**config.mk**
```make
export PLATFORM = sky130hd
export DESIGN_NAME = time_counter
export DESIGN_NICKNAME = d
export VERILOG_FILES = /design/src/rtl/clock_pkg.sv /design/src/rtl/mod_n_counter.sv /design/src/rtl/time_counter.sv
export SDC_FILE = /design/constraint.sdc
export NUM_CORES = 1
export LEC_CHECK = 0
export CORE_MARGIN = 5
export CORE_UTILIZATION = 28
export DETAILED_ROUTE_END_ITERATION = 16
export GPL_TIMING_DRIVEN = 1
export PLACE_DENSITY = 0.55
export SLEW_MARGIN = 5
export SYNTH_ARGS = -nofsm -noshare
export SYNTH_HDL_FRONTEND = slang
export SYNTH_SLANG_ARGS = --single-unit
```
**constraint.sdc**
```tcl
create_clock -name clk -period 2.5 [get_ports clk]
set_input_delay 0.625 -clock clk [delete_from_list [all_inputs] [get_ports clk]]
set_output_delay 0.625 -clock clk [all_outputs]
set_load 0.03 [all_outputs]
```
**src/rtl/clock_pkg.sv**
```systemverilog
// Shared time-of-day constants and the 24h -> 12h hour mapping used by the
// time counter and the display formatter.
package clock_pkg;

    localparam int unsigned SEC_W  = 6;
    localparam int unsigned MIN_W  = 6;
    localparam int unsigned HOUR_W = 5;

    localparam logic [SEC_W-1:0]  SEC_MAX  = 6'd59;
    localparam logic [MIN_W-1:0]  MIN_MAX  = 6'd59;
    localparam logic [HOUR_W-1:0] HOUR_MAX = 5'd23;

    typedef struct packed {
        logic       pm;
        logic [3:0] hour12;
    } hour12_t;

    function automatic hour12_t to_12h(input logic [HOUR_W-1:0] h);
        hour12_t r;
        r.pm = (h >= 5'd12);
        if (h == 5'd0) begin
            r.hour12 = 4'd12;
        end else if (h <= 5'd12) begin
            r.hour12 = h[3:0];
        end else begin
            r.hour12 = 4'(h - 5'd12);
        end
        return r;
    endfunction

endpackage

```
**src/rtl/mod_n_counter.sv**
```systemverilog
// Modulo-(MAX+1) counter with synchronous load; wrap is combinational so
// stages can be chained in the same clock.
module mod_n_counter #(
    parameter int unsigned    W       = 6,
    parameter logic [W-1:0]   MAX     = '1,
    parameter logic [W-1:0]   RST_VAL = '0
) (
    input  logic         clk,
    input  logic         rst,
    input  logic         inc,
    input  logic         load,
    input  logic [W-1:0] load_val,
    output logic [W-1:0] value,
    output logic         wrap
);

    logic at_max_s;

    assign at_max_s = (value == MAX);
    assign wrap     = inc & at_max_s;

    // Counter state: load wins over increment; wraps to zero after MAX.
    always_ff @(posedge clk or posedge rst) begin
        if (rst) begin
            value <= RST_VAL;
        end else if (load) begin
            value <= load_val;
        end else if (inc) begin
            value <= at_max_s ? {W{1'b0}} : value + W'(1);
        end else begin
            value <= value;
        end
    end

endmodule

```
**src/rtl/time_counter.sv**
```systemverilog
// Hour/minute/second time-of-day counter with validated adjust load and
// registered carry pulses. Optional 12-hour outputs under TIME_12H_EN.
module time_counter
    import clock_pkg::*;
#(
    parameter int unsigned RST_HOUR = 0,
    parameter int unsigned RST_MIN  = 0,
    parameter int unsigned RST_SEC  = 0
) (
    input  logic              clk,
    input  logic              rst,
    input  logic              tick,
    input  logic              adjust_mode,
    input  logic [HOUR_W-1:0] adj_hour,
    input  logic [MIN_W-1:0]  adj_min,
    input  logic [SEC_W-1:0]  adj_sec,
    output logic [SEC_W-1:0]  second,
    output logic [MIN_W-1:0]  minute,
    output logic [HOUR_W-1:0] hour,
    output logic              carry_min,
    output logic              carry_hour,
    output logic              carry_day,
    output logic              adj_error
`ifdef TIME_12H_EN
    ,
    output logic [3:0]        hour12,
    output logic              pm
`endif
);

    localparam logic [HOUR_W-1:0] RST_H = HOUR_W'(RST_HOUR);
    localparam logic [MIN_W-1:0]  RST_M = MIN_W'(RST_MIN);
    localparam logic [SEC_W-1:0]  RST_S = SEC_W'(RST_SEC);

    if (RST_HOUR > 32'd23) begin : g_bad_rst_hour
        $error("time_counter: RST_HOUR out of range");
    end
    if (RST_MIN > 32'd59) begin : g_bad_rst_min
        $error("time_counter: RST_MIN out of range");
    end
    if (RST_SEC > 32'd59) begin : g_bad_rst_sec
        $error("time_counter: RST_SEC out of range");
    end

    logic valid_s;
    logic load_s;
    logic inc_sec_s;
    logic sec_wrap_s;
    logic min_wrap_s;
    logic hour_wrap_s;

    assign valid_s   = (adj_hour <= HOUR_MAX) & (adj_min <= MIN_MAX) & (adj_sec <= SEC_MAX);
    // An invalid adjust holds all three counters: no partial loads.
    assign load_s    = adjust_mode & valid_s;
    assign inc_sec_s = ~adjust_mode & tick;

    mod_n_counter #(.W(SEC_W), .MAX(SEC_MAX), .RST_VAL(RST_S)) u_sec (
        .clk      (clk),
        .rst      (rst),
        .inc      (inc_sec_s),
        .load     (load_s),
        .load_val (adj_sec),
        .value    (second),
        .wrap     (sec_wrap_s)
    );

    mod_n_counter #(.W(MIN_W), .MAX(MIN_MAX), .RST_VAL(RST_M)) u_min (
        .clk      (clk),
        .rst      (rst),
        .inc      (sec_wrap_s),
        .load     (load_s),
        .load_val (adj_min),
        .value    (minute),
        .wrap     (min_wrap_s)
    );

    mod_n_counter #(.W(HOUR_W), .MAX(HOUR_MAX), .RST_VAL(RST_H)) u_hour (
        .clk      (clk),
        .rst      (rst),
        .inc      (min_wrap_s),
        .load     (load_s),
        .load_val (adj_hour),
        .value    (hour),
        .wrap     (hour_wrap_s)
    );

    // Carry pulses line up with the counter values they describe.
    always_ff @(posedge clk or posedge rst) begin
        if (rst) begin
            carry_min  <= 1'b0;
            carry_hour <= 1'b0;
            carry_day  <= 1'b0;
        end else begin
            carry_min  <= sec_wrap_s;
            carry_hour <= min_wrap_s;
            carry_day  <= hour_wrap_s;
        end
    end

    // Adjust error flag: updated on every adjust cycle, otherwise sticky.
    always_ff @(posedge clk or posedge rst) begin
        if (rst) begin
            adj_error <= 1'b0;
        end else if (adjust_mode) begin
            adj_error <= ~valid_s;
        end else begin
            adj_error <= adj_error;
        end
    end

`ifdef TIME_12H_EN
    localparam hour12_t RST_12 = to_12h(RST_H);

    logic [HOUR_W-1:0] hour_next_s;

    // Next hour value, so the 12h view registers in step with hour.
    always_comb begin
        hour_next_s = hour;
        if (load_s) begin
            hour_next_s = adj_hour;
        end else if (min_wrap_s) begin
            hour_next_s = (hour == HOUR_MAX) ? 5'd0 : hour + 5'd1;
        end else begin
            hour_next_s = hour;
        end
    end

    // 12-hour display registers.
    always_ff @(posedge clk or posedge rst) begin
        if (rst) begin
            pm     <= RST_12.pm;
            hour12 <= RST_12.hour12;
        end else begin
            {pm, hour12} <= to_12h(hour_next_s);
        end
    end
`endif

endmodule

```
# After elaboration in Yosys (flattened, before gate mapping)
# Index checks and enable logic that the tools add are counted.
# Widths: inputs -> output; s select.
# totals
elab_cells	37
regBits	21
input_bits	21
output_inout_bits	21
# classes
addsub	3
mux	9
n_lt_le_gt_ge	3
reduce_logical	3
n_bitwise	9
n_eq_ne	3
# op_table
op	count
$mux 6	6
$mux 5	3
$add 6x1->6 const B	2
$eq 6x6->1 const B	2
$le 6x6->1 const B	2
$and 1x1->1	7
$reduce_bool 2->1	3
$add 5x1->5 const B	1
$eq 5x5->1 const B	1
$le 5x5->1 const B	1
$not 1->1	2

# Logic depth before layout (Yosys ltp)
# Gate-level depths: netlist of run 1.
# logic_depth
ltp_word	6
ltp_mapped	6
mapped_depth_nobuf	6

# Cells and area by module
# Synthesis of run 1 repeated with hierarchy kept, for this count alone.
# unflattened
hier_cells	133
hier_area_um2	1237.4
# by_module_without_submodules
module	seq_area_each_um2	cells_each	area_per_inst_um2	instances
mod_n_counter at u_min ...	150.1	45	396.6	2
mod_n_counter at u_hour	125.1	31	289.0	1
time_counter	100.1	12	155.1	1

# Least setup slack after synthesis of run 1
# Ideal clock, no wire load.
# synth_path
path_kind	flip-flop to flip-flop
from	reg u_min.value[0]
to	reg u_hour.value[4]
setup_ns	0.082
setup_slack_ns	0.512
required_time_ns	2.418
path_stages_with_launch	7
synth_period_minus_slack_ns	1.988
n_path_buf	0
arrival_ns	1.906
cell_sequence	dfrtp_1 ha_1 nand4_1 nor2_8 nand2_4 or4b_1 a31oi_1
# synth_between
elab_chain_cells	3
# synth_lines
element	line	rtl
from (decl)	mod_n_counter.sv:13	output logic [W-1:0] value,
from (signal assigned)	mod_n_counter.sv:27	value <= load_val;
from (signal assigned)	mod_n_counter.sv:29	value <= at_max_s ? {W{1'b0}} : value + W'(1);
from (signal assigned)	mod_n_counter.sv:31	value <= value;
$eq 6x6->1	mod_n_counter.sv:19	assign at_max_s = (value == MAX);
$and 1x1->1	mod_n_counter.sv:20	assign wrap = inc & at_max_s;
$reduce_bool 2->1 (no source line)	--	
to (signal assigned)	mod_n_counter.sv:27	
to (signal assigned)	mod_n_counter.sv:29	
to (signal assigned)	mod_n_counter.sv:31	
to (decl)	mod_n_counter.sv:13	
# Every way passes these cells.
# A chain may end at the register's enable or synchronous reset.

# Worst setup path in the final report of run 1
# layout_path
from	reg u_min.value[2]
to	out minute[2]
# layout_rtl
element	line	rtl
to (decl)	time_counter.sv:18	output logic [MIN_W-1:0] minute,
# No word-level cell between the ends.

==> impl_metrics.ini, run 1 <==
[final_layout]
final_cell_area_um2 = 1737
postLayoutCoreUtil_pct = 42.50
syn2layout_area_growth_pct = 44.58
drive_above_1_share_pct = 9.605
layout.nets = 202
insertedDiodeCount = 0

[timing]
timing.fmax_mhz = 467.9
fin_crit_sh_pct = 85.49
worst_pin_slew_ns = 0.3181
rsz0062_at_grt = no
setup_tns_ns = 0
slew_headroom_pct = 78.73
hold_viol = 0
setup_viol = 0
fin_skew_ns = 0.004319
fin_crit_ns = 2.137
drv_slew = 0

[global_routing]
grt_overflow = 0
grt_pass1_wl_um = 4926
antenna_found_initial = 0
track_usage_pct = 10.85
grt_max_degree = 31
grt_pass1_vias = 1128

[power_and_ir_drop]
p_int_w = 0.0006755
sequentialPowerShare_pct = 42.3
p_sw_w = 0.0003902
leakagePower_nw = 0.7334
comb_power_share_pct = 37.0
finalPower_w = 0.001066
p_sw_share_pct = 36.61
ir_worst_vdd_mv = 0.2511
p_per_area_nw_per_um2 = 613.6
clockPowerShare_pct = 20.8

[clock_network]
ctsLongestPathBuffers = 2
hold_buffers = 0
htreeDepth = 1
cts_setup_buffers = 0
cts_tree = yes
numClockSinks = 21
clkLatencyLatePin_ns = 0.26
clk_pin_slew_ns = 0.08
cts_root_buf = clkbuf_8
cts_resized = 0
cts_buffers = 3

[yosys]
ys_seq_area_share_pct = 43.75
post-synth-top-area-cell = dfrtp_1
syn-num-nets = 155
ys_types = 34
ys_seq_elements = 21
synthTopCellsByArea = dfrtp_1 (44%), nor2_1 (6.3%), a21oi_1 (5.8%)
synth-warning-count = 0
syn_avg_cell_area_um2 = 9.169
syn_inst = 131
synth_top_area_share_pct = 43.75
synthesis.area_um2 = 1201

[drt]
dr.pass1.iters = 4
vias_per_cell = 5.079
vias = 1153
drc = 0
postRouteAntennaNets = 0
wl_per_cell_um = 13.81
drt_iter0_drc = 51
wl_um = 3136

[floorplan]
core_area_um2 = 4086
die_w_um = 75.50
start_util_pct = 29.39
dieArea_um2 = 5700
dieHeight_um = 75.50
io_pins = 42
rows = 23

[placed_design]
hpwlAfterDp_um = 2385
io_buffers = 41
place.gp.congestion = 0.7749
place_area_um2 = 1690

[worst_setup_path]
cp.arrival_ns = 1.51
cp-start-kind = flip-flop
crit_family = buffers and inverters
critPathMaxStageDelay_ns = 0.74
required_ns = 1.88
slowest_stage = clkdlybuf4s50_1
worstPathCellList = clkdlybuf4s50_1
endpoint_kind = primary output
worstPathMaxFanout = 6
critPathKind = reg2out
path_buf_inv = 1

[status]
status = complete, no violations

[worst_hold_path]
hp-class = reg2reg

[flow_run]
max_cap_viol_count = 0
power by group through the flow:
stage	Combinational [W]	Clock (W)	Sequential, W
after floorplan	0.000144	0	0.000535
after global placement	0.000395	0	0.000455
after detailed placement	0.000398	0	0.000455
after CTS	0.000399	0.000232	0.000449
after global routing	0.000426	0.000244	0.000459
final	0.000394	0.000221	0.000451
Yosys cell counts (all sizes together):
cell type	number
ha	3
and3	2
nor3b	1
a21o	1
and2b	1
nor2	21
nand4b	2
dfrtp	21
and4b	1
o21a	1
nand4	4
a311oi	1
clkbuf	1
a21oi	14
xor2	1
nand2b	1
or4b	1
inv	4
nor2b	2
a41o	1
o21ai	5
a211oi	2
nor3	2
mux2i	3
a31oi	9
nand3	8
nand2	13
o2111ai	1
or3	2
buf	2
cell families after synthesis:
family                   Yosys count  synth area share [%]
multiplexers                       3                 2.500
adder cells (fa/ha/maj)            3                 3.125
AND/OR/NAND/NOR                   61                 28.54
XOR/XNOR                           1                0.7293
AO/OA/AOI/OAI                     35                 17.50
flip-flops                        21                 43.75
buffers and inverters              7                 3.854
layer usage:
| metal | vias up | GRT usage [%] | wire, µm |
|---|---|---|---|
| met5 | - | 0 | 0 |
| met4 | 0 | 1.748 | 13 |
| met3 | 2 | 3.298 | 270 |
| met2 | 31 | 18.98 | 1460 |
| met1 | 545 | 13.37 | 1391 |
| li1 | 575 | - | - |
placed cells by master (no fill, tap or decap), types with 2 or more instances in the layout:
master           synthesis  routed
mux2i_1                  3       3
nand2_1                 12      12
a211oi_1                 2       2
dfrtp_1                 21      21
nor2_1                  20      20
nor3_1                   2       2
a21oi_1                 14      14
and3_1                   2       2
buf_4                    0       3
inv_1                    3       3
nand3_1                  7       7
ha_1                     3       3
o21ai_0                  5       5
clkdlybuf4s50_1          0      41
or3_2                    2       2
clkbuf_8                 0       3
a31oi_1                  9       9
nor2b_1                  2       2
nand4_1                  4       4
nand4b_1                 2       2
path summary, 6_finish.rpt:
kind	start	endpoint	slack (ns)	cells past startpoint
max	u_min.value[2]$_DFFE_PP0P_	minute[2]	0.36	1
min	adj_error$_DFFE_PP0P_	adj_error$_DFFE_PP0P_	0.49	1
min in group asynchronous	rst	adj_error$_DFFE_PP0P_	0.69	3
min reg2reg	adj_error$_DFFE_PP0P_	adj_error$_DFFE_PP0P_	0.49	1
max reg2reg	u_min.value[0]$_DFFE_PP0P_	u_hour.value[4]$_DFFE_PP0P_	0.61	6
max in group asynchronous	rst	u_sec.value[3]$_DFFE_PP0P_	1.57	3
area by class of cell:
cell class,instances,area (µm²)
Fill cell,407,2350
Timing Repair Buffer,45,452.9
Clock inverter,1,5.005
Multi-Input combinational cell,103,629.4
Inverter,4,20.02
Sequential cell,21,525.5
Tap cell,50,62.56
Clock buffer,3,41.29
through the flow:
stage	setup slack (ns)	instances	hold slack, ns
after floorplan	0.5119	131	0.6015
after global placement	0.1479	223	0.4704
after detailed placement	0.1121	223	0.4765
after CTS	0.3514	227	0.4963
after global routing	0.2947	227	0.5257
final	0.3627	227	0.4922
state kept, by name, summed over array words and instances, names as in the netlist:
name,cells
carry_min,1
u_hour.value,5
u_min.value,6
adj_error,1
carry_hour,1
u_sec.value,6
carry_day,1
No activity file was read; power rests on OpenSTA's default activity.
==> run 2, diff against run 1 <==
- CORE_ASPECT_RATIO: not set -> 1.2
- PLACE_DENSITY: 0.55 -> not set
==> impl_metrics.ini, run 2 (synthesized netlist as in run 1, its figures left out) <==
[drt]
vias = 1138
drt_iter0_drc = 106
dr.pass1.iters = 4
postRouteAntennaNets = 0
wl_um = 3193
vias_per_cell = 4.905
drc = 0
wl_per_cell_um = 13.76

[worst_hold_path]
hp-class = reg2reg
whs_path_depth = 1

[clock_network]
cts_resized = 0
cts_buffers = 3
numClockSinks = 21
ctsLongestPathBuffers = 2
cts_tree = yes
htreeDepth = 1
cts_root_buf = clkbuf_8
cts_setup_buffers = 0
clk_pin_slew_ns = 0.08
hold_buffers = 0
clkLatencyLatePin_ns = 0.25

[worst_setup_path]
worstPathMaxFanout = 8
cp.arrival_ns = 2.32
required_ns = 2.67
critPathKind = in2reg
endpoint_kind = flip-flop
r2r_cells = 6
cp-start-kind = input port

[final_layout]
insertedDiodeCount = 0
reg_top3 = u_min.value: 6 flops, u_sec.value: 6 flops, u_hour.value: 5 flops
layout.nets = 201
final_cell_mix = clkdlybuf4s50_1 (41), dfrtp_1 (21), nor2_1 (20), a21oi_1 (14), nand2_1 (12)
final_cells = 232
drive_above_1_share_pct = 8.523
final_common_cell = clkdlybuf4s50_1
syn2layout_area_growth_pct = 43.44

[power_and_ir_drop]
p_per_area_nw_per_um2 = 614.5
ir_worst_vdd_mv = 0.2644
leakagePower_nw = 0.7209

[global_routing]
antenna_found_initial = 0
grt_busiest_layer = met2
grt_max_degree = 31
grt_overflow = 0
met3_usage_pct = 1.714
grt_pass1_wl_um = 5395
grt_use_met2_pct = 20.51
grt_pass1_vias = 1138
use_met1_pct = 14.41
track_usage_pct = 11.57

[placed_design]
dp.cells = 228
hpwlAfterDp_um = 2442
place.gp.congestion = 0.8353
io_buffers = 41

[floorplan]
dieHeight_um = 81.75
rows = 26
core_area_um2 = 4197
dieArea_um2 = 5705
die_w_um = 69.79
start_util_pct = 28.62
io_pins = 42

[timing]
hold_viol = 0
slew_headroom_pct = 65.91
drv_slew = 0
fin_crit_sh_pct = 85.83
setup_viol = 0
setup_tns_ns = 0
fin_skew_ns = 0.003712
worst_pin_slew_ns = 0.5113
timing.fmax_mhz = 466.0
rsz0062_at_grt = no
fin_crit_ns = 2.146

[status]
status = complete, no violations

[flow_run]
max_cap_viol_count = 0
run 2: area by class of cell:
type	instances	area, µm²
fillers	406	2474
flip-flops and latches	21	525.5
inverters	4	20.02
multi-input cells	103	629.4
clock buffers	4	45.04
well taps	56	70.07
repair buffers	44	432.9
run 2: worst paths after layout:
kind	startpoint	to	slack (ns)
setup / recovery	adjust_mode	u_hour.value[4]$_DFFE_PP0P_	0.35
hold / removal	adj_error$_DFFE_PP0P_	adj_error$_DFFE_PP0P_	0.49
setup reg to reg	u_min.value[0]$_DFFE_PP0P_	u_hour.value[4]$_DFFE_PP0P_	0.55
hold reg to reg	adj_error$_DFFE_PP0P_	adj_error$_DFFE_PP0P_	0.49
max in group asynchronous	rst	u_hour.value[1]$_DFFE_PP0P_	1.57
min in group asynchronous	rst	u_hour.value[3]$_DFFE_PP0P_	0.71
run 2: layer usage:
metal | wire (µm) | share of wire [%] | vias up
met3 | 175 | 5.5 | 2
met5 | 0 | 0 | -
met4 | 34 | 1.1 | 0
met1 | 1371 | 43 | 526
li1 | - | - | 571
met2 | 1612 | 50 | 39
run 2: power breakdown:
part / total, W / leakage (nW) / internal, W / switching (W)
Sequential: 0.000452 / 0.243 / 0.000385 / 0.0000675
Clock: 0.000219 / 0.0228 / 0.000113 / 0.000105
Combinational: 0.000388 / 0.456 / 0.000176 / 0.000212
Total: 0.00106 / 0.721 / 0.000674 / 0.000385
run 2: critical path, stage by stage:
cell and delay, ns:
clkdlybuf4s50_1 0.42, and2b_2 0.28, nand3_4 0.10, inv_6 0.11, nand2_4 0.08, or4b_1 0.50
a31oi_1 0.19
run 2: metrics by stage:
step / utilization (%) / instance area (µm²) / hold WS [ns] / worst slack [ns] / power, W
after CTS: 41.06 / 1723 / 0.5024 / 0.3538 / 0.001072
after floorplan: - / 1201 / 0.6015 / 0.5119 / 0.0006795
after global placement: 39.98 / 1678 / 0.4682 / 0.1482 / 0.0008434
after detailed placement: 39.98 / 1678 / 0.4844 / 0.1075 / 0.0008493
after global routing: 41.06 / 1723 / 0.5429 / 0.2581 / 0.001125
final: 41.06 / 1723 / 0.4932 / 0.3542 / 0.001059
